--- config.mk ---
export PLATFORM = sky130hd
export DESIGN_NAME = vga_sync_gen
export DESIGN_NICKNAME = d
export VERILOG_FILES = /design/src/rtl/vga_sync_gen.sv
export SDC_FILE = /design/constraint.sdc
export NUM_CORES = 1
export LEC_CHECK = 0
export CAP_MARGIN = 20
export CORE_MARGIN = 2
export CORE_UTILIZATION = 47
export CTS_CLUSTER_SIZE = 25
export DETAILED_ROUTE_END_ITERATION = 10
export GPL_TIMING_DRIVEN = 0
export PLACE_DENSITY_LB_ADDON = 0.08
export SYNTH_ARGS = -nofsm -noshare
export SYNTH_HDL_FRONTEND = slang
export SYNTH_SLANG_ARGS = --single-unit
--- constraint.sdc ---
create_clock -name uclk -period 2.63 [get_ports uclk]
set_clock_uncertainty 0.15 [all_clocks]
set_input_delay 0.6575 -clock uclk [delete_from_list [all_inputs] [get_ports uclk]]
set_output_delay 0.6575 -clock uclk [all_outputs]
set_load 0.05 [all_outputs]
--- src/rtl/vga_sync_gen.sv ---
// VGA raster timing: pixel counters, sync decode and a blanked, registered RGB stage for the DAC pins.
// Optional macro VGA_TEST_PATTERN_EN adds an 8-bar colour pattern selected by test_mode.
module vga_sync_gen #(
   parameter int H_VISIBLE = 800,
   parameter int H_FRONT   = 56,
   parameter int H_SYNC    = 120,
   parameter int H_BACK    = 64,
   parameter int V_VISIBLE = 600,
   parameter int V_FRONT   = 37,
   parameter int V_SYNC    = 6,
   parameter int V_BACK    = 23,
   parameter bit HSYNC_POL = 1'b1,
   parameter bit VSYNC_POL = 1'b1,
   parameter int CLK_DIV   = 1
) (
   input  logic        uclk,
   input  logic        reset,
   input  logic [2:0]  R_in,
   input  logic [2:0]  G_in,
   input  logic [1:0]  B_in,
   input  logic        test_mode,
   output logic [10:0] PixelX,
   output logic [10:0] PixelY,
   output logic        hsync,
   output logic        vsync,
   output logic        video_on,
   output logic [2:0]  VgaR,
   output logic [2:0]  VgaG,
   output logic [1:0]  VgaB,
   output logic        frame_tick
);

   localparam int H_TOTAL = H_VISIBLE + H_FRONT + H_SYNC + H_BACK;
   localparam int V_TOTAL = V_VISIBLE + V_FRONT + V_SYNC + V_BACK;

   localparam logic [10:0] H_LAST   = 11'(H_TOTAL - 1);
   localparam logic [10:0] V_LAST   = 11'(V_TOTAL - 1);
   localparam logic [10:0] H_ACT    = 11'(H_VISIBLE);
   localparam logic [10:0] V_ACT    = 11'(V_VISIBLE);
   localparam logic [10:0] HS_START = 11'(H_VISIBLE + H_FRONT);
   localparam logic [10:0] HS_END   = 11'(H_VISIBLE + H_FRONT + H_SYNC - 1);
   localparam logic [10:0] VS_START = 11'(V_VISIBLE + V_FRONT);
   localparam logic [10:0] VS_END   = 11'(V_VISIBLE + V_FRONT + V_SYNC - 1);

   logic        pix_en;
   logic [10:0] h_cnt_p0;
   logic [10:0] v_cnt_p0;
   logic        act_p0;
   logic        hs_p0;
   logic        vs_p0;
   logic [7:0]  rgb_p0;

   function automatic logic [7:0] blank_rgb(input logic act, input logic [7:0] rgb);
      return act ? rgb : 8'd0;
   endfunction

   function automatic logic sync_level(input logic active, input bit pol);
      return active ? pol : ~pol;
   endfunction

   generate
      if (CLK_DIV == 1) begin : g_nodiv
         assign pix_en = 1'b1;
      end else begin : g_div
         logic [3:0] div;
         always_ff @(posedge uclk or posedge reset) begin
            if (reset)
               div <= '0;
            else if (div == 4'(CLK_DIV - 1))
               div <= '0;
            else
               div <= div + 4'd1;
         end
         assign pix_en = (div == 4'(CLK_DIV - 1));
      end
   endgenerate

   // Stage p0: raster counters, presented to the game logic with zero latency
   always_ff @(posedge uclk or posedge reset) begin
      if (reset) begin
         h_cnt_p0 <= '0;
         v_cnt_p0 <= '0;
      end else if (pix_en) begin
         if (h_cnt_p0 == H_LAST) begin
            h_cnt_p0 <= '0;
            v_cnt_p0 <= (v_cnt_p0 == V_LAST) ? 11'd0 : v_cnt_p0 + 11'd1;
         end else begin
            h_cnt_p0 <= h_cnt_p0 + 11'd1;
         end
      end
   end

   assign PixelX = h_cnt_p0;
   assign PixelY = v_cnt_p0;

   assign act_p0 = (h_cnt_p0 < H_ACT) && (v_cnt_p0 < V_ACT);
   assign hs_p0  = (h_cnt_p0 >= HS_START) && (h_cnt_p0 <= HS_END);
   assign vs_p0  = (v_cnt_p0 >= VS_START) && (v_cnt_p0 <= VS_END);

`ifdef VGA_TEST_PATTERN_EN
   localparam int BAR_W = H_VISIBLE / 8;

   // Bar index from a compare chain; the smallest matching boundary wins.
   function automatic logic [7:0] bar_rgb(input logic [10:0] x);
      logic [2:0] k;
      k = 3'd7;
      for (int i = 6; i >= 0; i--)
         if (x < 11'((i + 1) * BAR_W)) k = 3'(i);
      return {{3{k[2]}}, {3{k[1]}}, {2{k[0]}}};
   endfunction

   assign rgb_p0 = test_mode ? bar_rgb(h_cnt_p0) : {R_in, G_in, B_in};
`else
   logic unused_test_mode;
   assign unused_test_mode = test_mode;
   assign rgb_p0 = {R_in, G_in, B_in};
`endif

   // Stage p1: pin register, one pixel behind PixelX/PixelY
   always_ff @(posedge uclk or posedge reset) begin
      if (reset) begin
         hsync      <= ~HSYNC_POL;
         vsync      <= ~VSYNC_POL;
         video_on   <= 1'b0;
         VgaR       <= '0;
         VgaG       <= '0;
         VgaB       <= '0;
         frame_tick <= 1'b0;
      end else begin
         frame_tick <= pix_en && (h_cnt_p0 == H_LAST) && (v_cnt_p0 == V_LAST);
         if (pix_en) begin
            hsync              <= sync_level(hs_p0, HSYNC_POL);
            vsync              <= sync_level(vs_p0, VSYNC_POL);
            video_on           <= act_p0;
            {VgaR, VgaG, VgaB} <= blank_rgb(act_p0, rgb_p0);
         end
      end
   end

endmodule

==> results of run 1 <==
==> cell families (layout without fill, tap and decap cells) <==
| family | after synthesis | in the layout | share of synthesized area |
|---|---|---|---|
| simple gates | 66 | 66 | 0.2387 |
| fa+ha+maj | 4 | 4 | 0.03182 |
| buf+inv | 11 | 63 | 0.03501 |
| xor+xnor | 11 | 11 | 0.06126 |
| compound gates | 22 | 22 | 0.09228 |
| flops | 34 | 34 | 0.5410 |
==> worst paths after layout <==
check / endpoint / slack, ns / cells after the start
min in group asynchronous: PixelX[0]$_DFF_PP0_ / 0.58 / 2
worst max register to register: PixelY[4]$_DFFE_PP0N_ / 0.37 / 6
worst min register to register: PixelX[0]$_DFF_PP0_ / 0.36 / 1
max in group asynchronous: PixelY[5]$_DFFE_PP0N_ / 1.22 / 3
worst max-delay path: PixelY[0] / 0.11 / 1
worst min-delay path: PixelX[0]$_DFF_PP0_ / 0.36 / 1
==> stage by stage <==
stage,setup slack [ns],util,cells,hold WS [ns]
3_5_place_dp,0.1817,0.6358,238,0.3512
3_3_place_gp,0.2083,0.6274,237,0.3440
4_1_cts,0.1021,0.6587,246,0.3658
2_1_floorplan,0.2085,-,148,0.6166
6_report,0.1062,0.6613,246,0.3617
5_1_grt,0.04738,0.6613,246,0.4074
==> synth_stat cells, types with 2 or more instances <==
master | number | area [um^2]
sky130_fd_sc_hd__and3_1 | 4 | 25.02
sky130_fd_sc_hd__and2_1 | 8 | 50.05
sky130_fd_sc_hd__nand3b_1 | 2 | 15.01
sky130_fd_sc_hd__nor3b_1 | 2 | 15.01
sky130_fd_sc_hd__a21oi_1 | 5 | 25.02
sky130_fd_sc_hd__nor2_1 | 9 | 33.78
sky130_fd_sc_hd__nand4_1 | 5 | 31.28
sky130_fd_sc_hd__ha_1 | 4 | 50.05
sky130_fd_sc_hd__o21ai_0 | 5 | 25.02
sky130_fd_sc_hd__buf_2 | 2 | 10.01
sky130_fd_sc_hd__dfrtp_1 | 34 | 850.8
sky130_fd_sc_hd__xor2_1 | 5 | 43.79
sky130_fd_sc_hd__nand3_1 | 13 | 65.06
sky130_fd_sc_hd__o31ai_1 | 3 | 22.52
sky130_fd_sc_hd__nor3_1 | 2 | 10.01
sky130_fd_sc_hd__a31oi_1 | 3 | 18.77
sky130_fd_sc_hd__clkbuf_1 | 2 | 7.510
sky130_fd_sc_hd__inv_1 | 5 | 18.77
sky130_fd_sc_hd__nor4_1 | 2 | 12.51
sky130_fd_sc_hd__xnor2_1 | 6 | 52.55
sky130_fd_sc_hd__nand2_1 | 9 | 33.78
==> power groups by stage <==
stage                logic, W  registers (W)  clock network, W
floorplan           0.0000116       0.000563                 0
global placement    0.0000630       0.000540                 0
detailed placement  0.0000686       0.000540                 0
CTS                 0.0000689       0.000530          0.000381
global route        0.0000733       0.000531          0.000404
finish              0.0000673       0.000530          0.000367
==> flip-flops by register name, summed over array words and instances, names as in the netlist <==
register and cells:
video_on 1, PixelY 11, frame_tick 1, VgaR 3, VgaG 3, vsync 1
VgaB 2, PixelX 11, hsync 1
==> per-layer routing <==
layer	part of all wire	vias to the layer above	global-route usage
met5	0	-	0
met2	0.47	40	0.3038
met3	0.060	7	0.06004
met1	0.45	619	0.2464
met4	0.020	0	0.08511
li1	-	627	-
==> cell type report <==
type | count | area, um^2
Sequential cell | 34 | 850.8
Clock inverter | 1 | 30.03
Clock buffer | 7 | 45.04
Fill cell | 274 | 1112
Buffer | 6 | 36.28
Timing Repair Buffer | 44 | 457.9
Tap cell | 46 | 57.56
Multi-Input combinational cell | 103 | 675.6
Inverter | 5 | 18.77
==> repair_timing <==
action,CTS,global route
buffers inserted,0,0
endpoints found under the setup margin,0,1
gates resized for setup,0,1
==> placed cells by master (no fill, tap or decap), types with 5 or more instances in the layout <==
| cell | synthesis | final |
|---|---|---|
| sky130_fd_sc_hd__clkdlybuf4s50_1 | 0 | 43 |
| sky130_fd_sc_hd__dfrtp_1 | 34 | 34 |
| sky130_fd_sc_hd__nand3_1 | 13 | 13 |
| sky130_fd_sc_hd__nand2_1 | 9 | 9 |
| sky130_fd_sc_hd__nor2_1 | 9 | 9 |
| sky130_fd_sc_hd__and2_1 | 8 | 8 |
| sky130_fd_sc_hd__xnor2_1 | 6 | 6 |
| sky130_fd_sc_hd__o21ai_0 | 5 | 5 |
| sky130_fd_sc_hd__inv_1 | 5 | 5 |
| sky130_fd_sc_hd__a21oi_1 | 5 | 5 |
| sky130_fd_sc_hd__nand4_1 | 5 | 5 |
| sky130_fd_sc_hd__xor2_1 | 5 | 5 |
| sky130_fd_sc_hd__clkbuf_4 | 0 | 5 |
==> flow_summary.toml, run 1 <==
[timing]
maxSlewViolCount = 0
period_minus_slack_ns = 2.524
max_slew_margin = 0.5172
grt_setup_unrepaired = "no"
final_min_period_over_clock_period = 0.9596
setup_total_negative_slack_ns = 0
max_slew.worst_pin.slew_ns = 0.7176
finalHoldViolations = 0
number_of_setup_violations_in_the_final_report = 0
fmaxAchievable_ghz = 0.3962

[setup_path]
critPathKind = "flip-flop to output pin"
critical_path.n_buffers_inverters = 1
worst_path_largest_cell_delay_ns = 0.87
worst_path_dominant_cell_family = "buffers and inverters"
critPathRequiredTime_ns = 1.82
critical_path.slowest_cell = "sky130_fd_sc_hd__clkdlybuf4s50_1"
worst_setup_path_start_kind = "flip-flop"
critical_path.cell_chain = "clkdlybuf4s50_1"
cp.arrival_ns = 1.72
critPathLaunch = "PixelY[0]$_DFFE_PP0N_"
worst-path-max-fanout = 9
regToRegStartpoint = "PixelX[7]$_DFF_PP0_"
worst_setup_path_end_kind = "output pin"

[synth]
synth_async_sr_flop_share = 1.000
synth_cells = 148
ys_seq_elements = 34
synth_nets = 163
dominantRegCellSynth = "sky130_fd_sc_hd__dfrtp_1"
synth_enable_flop_cells = 0
ys.warnings.count = 0
avgSynthCellArea_um2 = 10.63
mappedNetlistArea_um2 = 1573
sequential_fraction_of_the_synthesis_area = 0.5410
yosys.cell_types.count = 39

[power]
clockPowerShare = 0.380
power_leakage_nw = 0.9186
p_comb_frac = 0.070
internal_power_w = 0.0007589
p_switching_w = 0.0002049
switching_share = 0.2126
power.ir.vdd_worst_uv = 413.6
seq_power_share = 0.550
power_density_nw_per_um2 = 443.7
total_power_w = 0.0009637

[clock_tree]
cts-hold-fix-buffers = 0
cts.htree.levels = 2
cts_root_buffer = "sky130_fd_sc_hd__clkbuf_4"
clock_path_buffers = 2
cts_tree = "done"
cts_num_sinks = 34
clk_transition_reported_paths_ns = 0.10
insertion_delay_ns = 0.33
cts_buffers = 5

[floorplanning]
io-pin-count = 45
die-area_um2 = 3825
rows = 21
die-height_um = 61.85
die_w_um = 61.85
initial_core_utilization = 0.4789
core_outline_area_um2 = 3284

[global_route]
grt.total_usage = 0.1935
initial_antenna_violation_count = 0
grt_max_degree = 20
grt_pass1_vias = 1211
global_route_wire_length_before_repair_mm = 5.430
grt_remaining_overflow = 0

[place]
routabilityCongestion = 0.7765
dp.final_hpwl_mm = 2.396
postPlaceCellArea_um2 = 2088
port-buffer-count = 43

[detailed_routing]
drt-pass1-iter-count = 5
final_antenna_net_count = 0
wl_per_cell_um = 13.53
detailroute.via_count = 1293
detailedRoute.firstIterationViolations = 49
drc = 0
wl_mm = 3.328
vias_per_cell = 5.256

[layout]
finish.net_count = 214
stdcell_area_um2 = 2172
syn_to_final_growth_pct = 38.11
antennaDiodeCount = 0
post_route_cells_drive_above_1_share = 0.08500

[min_path]
worst_hold_startpoint = "PixelX[0]$_DFF_PP0_"
worst_hold_check_path_type = "flip-flop to flip-flop"

[flow_run]
max_cap_viol_count = 0

[run_status]
status = "finished, final reports clean"
No activity file was read; power rests on OpenSTA's default activity.
==> run 2, diff against run 1 <==
--- a/config.mk
+++ b/config.mk
@@ -5,13 +5,14 @@
 export SDC_FILE = /design/constraint.sdc
 export NUM_CORES = 1
 export LEC_CHECK = 0
+export ABC_AREA = 1
 export CAP_MARGIN = 20
 export CORE_MARGIN = 2
-export CORE_UTILIZATION = 47
+export CORE_UTILIZATION = 48
 export CTS_CLUSTER_SIZE = 25
 export DETAILED_ROUTE_END_ITERATION = 10
 export GPL_TIMING_DRIVEN = 0
-export PLACE_DENSITY_LB_ADDON = 0.08
+export PLACE_DENSITY = 0.79
 export SYNTH_ARGS = -nofsm -noshare
 export SYNTH_HDL_FRONTEND = slang
 export SYNTH_SLANG_ARGS = --single-unit
==> constraint.sdc (replaced) <==
create_clock -name uclk -period 2.7 [get_ports uclk]
set_clock_uncertainty 0.15 [all_clocks]
set_input_delay 0.675 -clock uclk [delete_from_list [all_inputs] [get_ports uclk]]
set_output_delay 0.675 -clock uclk [all_outputs]
set_load 0.05 [all_outputs]
==> run 2 against run 1 <==
  * Critical path depth is the same
  * Setup slack gained 0.12 ns
  * Worst hold slack gained 0.032 ns
  * Non-clock buffer count shrank 2
  * Critical path type unchanged
==> flow_summary.toml, run 2 <==
[layout]
syn_to_final_growth_pct = 37.14
finish.net_count = 285
layout.cells.most_common = "sky130_fd_sc_hd__nand2_1"
register_area_um2 = 850.8
fillCellCount = 293
antennaDiodeCount = 0
multi_input_comb_area_um2 = 744.5
post_route_cells_drive_above_1_share = 0.08118
instances_no_fill = 319
final_cell_mix = "46 x sky130_fd_sc_hd__nand2_1, 43 x sky130_fd_sc_hd__clkdlybuf4s50_1, 35 x sky130_fd_sc_hd__inv_1, 34 x sky130_fd_sc_hd__dfrtp_1, 34 x sky130_fd_sc_hd__nor2_1"

[setup_path]
critPathLaunch = "PixelY[7]$_DFFE_PP0N_"
critPathKind = "flip-flop to output pin"
critical_path.cell_chain = "clkdlybuf4s50_1"
worst_path_largest_cell_delay_ns = 0.86
worst_path_dominant_cell_family = "buffers and inverters"
critical_path.slowest_cell = "sky130_fd_sc_hd__clkdlybuf4s50_1"
regToRegStartpoint = "PixelX[0]$_DFF_PP0_"
critical_path.n_buffers_inverters = 1
setup.reg_to_reg.worst_slack_ns = 0.90
worst_setup_path_start_kind = "flip-flop"
worst_setup_path_end_kind = "output pin"
cp.arrival_ns = 1.65
critPathRequiredTime_ns = 1.88
setup.worst_path.end = "PixelY[7]"
worst_path_depth = 1
r2r.worst_path.cells = 9
critical_path.reg2reg.endpoint = "PixelY[2]$_DFFE_PP0N_"
worst-path-max-fanout = 8

[min_path]
worst_hold_check_path_type = "flip-flop to flip-flop"

[timing]
final_min_period_over_clock_period = 0.9153
number_of_setup_violations_in_the_final_report = 0
max_slew.worst_pin.slew_ns = 0.6411
setup_total_negative_slack_ns = 0
hold-worst-slack_ns = 0.3939
max_slew_margin = 0.5721
fmaxAchievable_ghz = 0.4046
period_minus_slack_ns = 2.471
maxSlewViolCount = 0
finalHoldViolations = 0
grt_setup_unrepaired = "no"

[synth]
synth_async_sr_flop_share = 1.000
ys_seq_elements = 34
synth_top_cells_by_area = "sky130_fd_sc_hd__dfrtp_1 48%, sky130_fd_sc_hd__nand2_1 9.8%, sky130_fd_sc_hd__inv_1 7.4%"
yosys.cell_types.count = 24
synth_enable_flop_cells = 0
dominantRegCellSynth = "sky130_fd_sc_hd__dfrtp_1"
netlist.top_cell.by_area = "sky130_fd_sc_hd__dfrtp_1"
post_synth_most_frequent_cells = "46 x sky130_fd_sc_hd__nand2_1, 35 x sky130_fd_sc_hd__inv_1, 34 x sky130_fd_sc_hd__dfrtp_1, 34 x sky130_fd_sc_hd__nor2_1, 18 x sky130_fd_sc_hd__nand3_1"
synth_cells = 219
avgSynthCellArea_um2 = 8.061
synth.most_common_cell = "sky130_fd_sc_hd__nand2_1"
ys.warnings.count = 0
sequential_fraction_of_the_synthesis_area = 0.4819
synth_nets = 234
portion_of_synthesized_cell_area_occupied_by_the_leading_cell_type = 0.4819
mappedNetlistArea_um2 = 1765

[global_route]
initial_antenna_violation_count = 0
grt_remaining_overflow = 0
global_route_wire_length_before_repair_mm = 6.444
grt_max_degree = 21
grt.total_usage = 0.1996
grt_pass1_vias = 1483

[place]
port-buffer-count = 43
post-place-cells = 311
routabilityCongestion = 0.8758
dp.final_hpwl_mm = 2.593

[clock_tree]
insertion_delay_ns = 0.29
cts_buffers = 5
clk_transition_reported_paths_ns = 0.07
cts-hold-fix-buffers = 0
cts_tree = "done"
number_of_buffers_inserted_by_post_cts_setup_repair = 0
cts_num_sinks = 34
post_cts_resize_count = 0
clock_path_buffers = 2
cts_root_buffer = "sky130_fd_sc_hd__clkbuf_8"
cts.htree.levels = 2

[power]
total_power_w = 0.001149
power_leakage_nw = 1.156
power_density_nw_per_um2 = 474.5
power.ir.vdd_worst_uv = 317.2

[detailed_routing]
drt-pass1-iter-count = 4
drc = 0
final_antenna_net_count = 0
detailroute.via_count = 1535
detailedRoute.firstIterationViolations = 70
vias_per_cell = 4.812
wl_mm = 3.565
wl_per_cell_um = 11.18

[run_status]
status = "finished, final reports clean"

[floorplanning]
die_w_um = 64.65
core_outline_area_um2 = 3606
rows = 22
die-height_um = 64.65
initial_core_utilization = 0.4896
io-pin-count = 45
die-area_um2 = 4179

[flow_run]
max_cap_viol_count = 0
-- run 2: final cells by class --
cell class              count  share of cell area
multi-input cells         144              0.3075
clock inverters             3             0.02842
inverters                  37             0.05736
well taps                  48             0.02481
repair buffers             44              0.1891
plain buffers               4             0.01292
clock buffers               5             0.02842
flip-flops and latches     34              0.3514
-- run 2: through the flow --
stage / instance area (um^2) / util / setup WS, ns
2_1_floorplan: 1765 / - / 0.7180
3_3_place_gp: 2256 / 0.6256 / 0.3525
3_5_place_dp: 2283 / 0.6332 / 0.5500
4_1_cts: 2421 / 0.6714 / 0.2316
5_1_grt: 2421 / 0.6714 / 0.1606
6_report: 2421 / 0.6714 / 0.2286
-- run 2: cell families after synthesis --
kind of cell / after synthesis / share of synthesized area
adders and majority gates: 4 / 0.02835
buffers and inverters: 41 / 0.09638
AOI/OAI and AO/OA: 14 / 0.04606
DFF: 34 / 0.4819
and+or+nand+nor: 116 / 0.2977
xor gates and xnor gates: 10 / 0.04961
-- run 2: metal layers --
layer	vias up	global-route usage	part of all wire	routed length, um
li1	782	-	-	-
met1	695	0.2568	0.45	1611
met2	47	0.3086	0.46	1652
met3	11	0.06250	0.058	208
met4	0	0.09043	0.026	92
met5	-	0	0	0
-- run 2: worst min path at each step --
stage | from | endpoint | slack, ns | cells past startpoint
floorplan | PixelX[0]$_DFF_PP0_ | PixelX[0]$_DFF_PP0_ | 0.63 | 1
CTS | PixelY[10]$_DFFE_PP0N_ | PixelY[10]$_DFFE_PP0N_ | 0.39 | 2
global route | PixelY[10]$_DFFE_PP0N_ | PixelY[10]$_DFFE_PP0N_ | 0.42 | 2
global placement | PixelY[10]$_DFFE_PP0N_ | PixelY[10]$_DFFE_PP0N_ | 0.36 | 2
finish | PixelY[10]$_DFFE_PP0N_ | PixelY[10]$_DFFE_PP0N_ | 0.39 | 2
detailed placement | PixelY[10]$_DFFE_PP0N_ | PixelY[10]$_DFFE_PP0N_ | 0.37 | 2
-- run 2: power by group --
part           internal [W]  switching, W
Sequential         0.000515    0.00000170
Combinational     0.0000277     0.0000394
Clock              0.000370      0.000195
Total              0.000913      0.000236
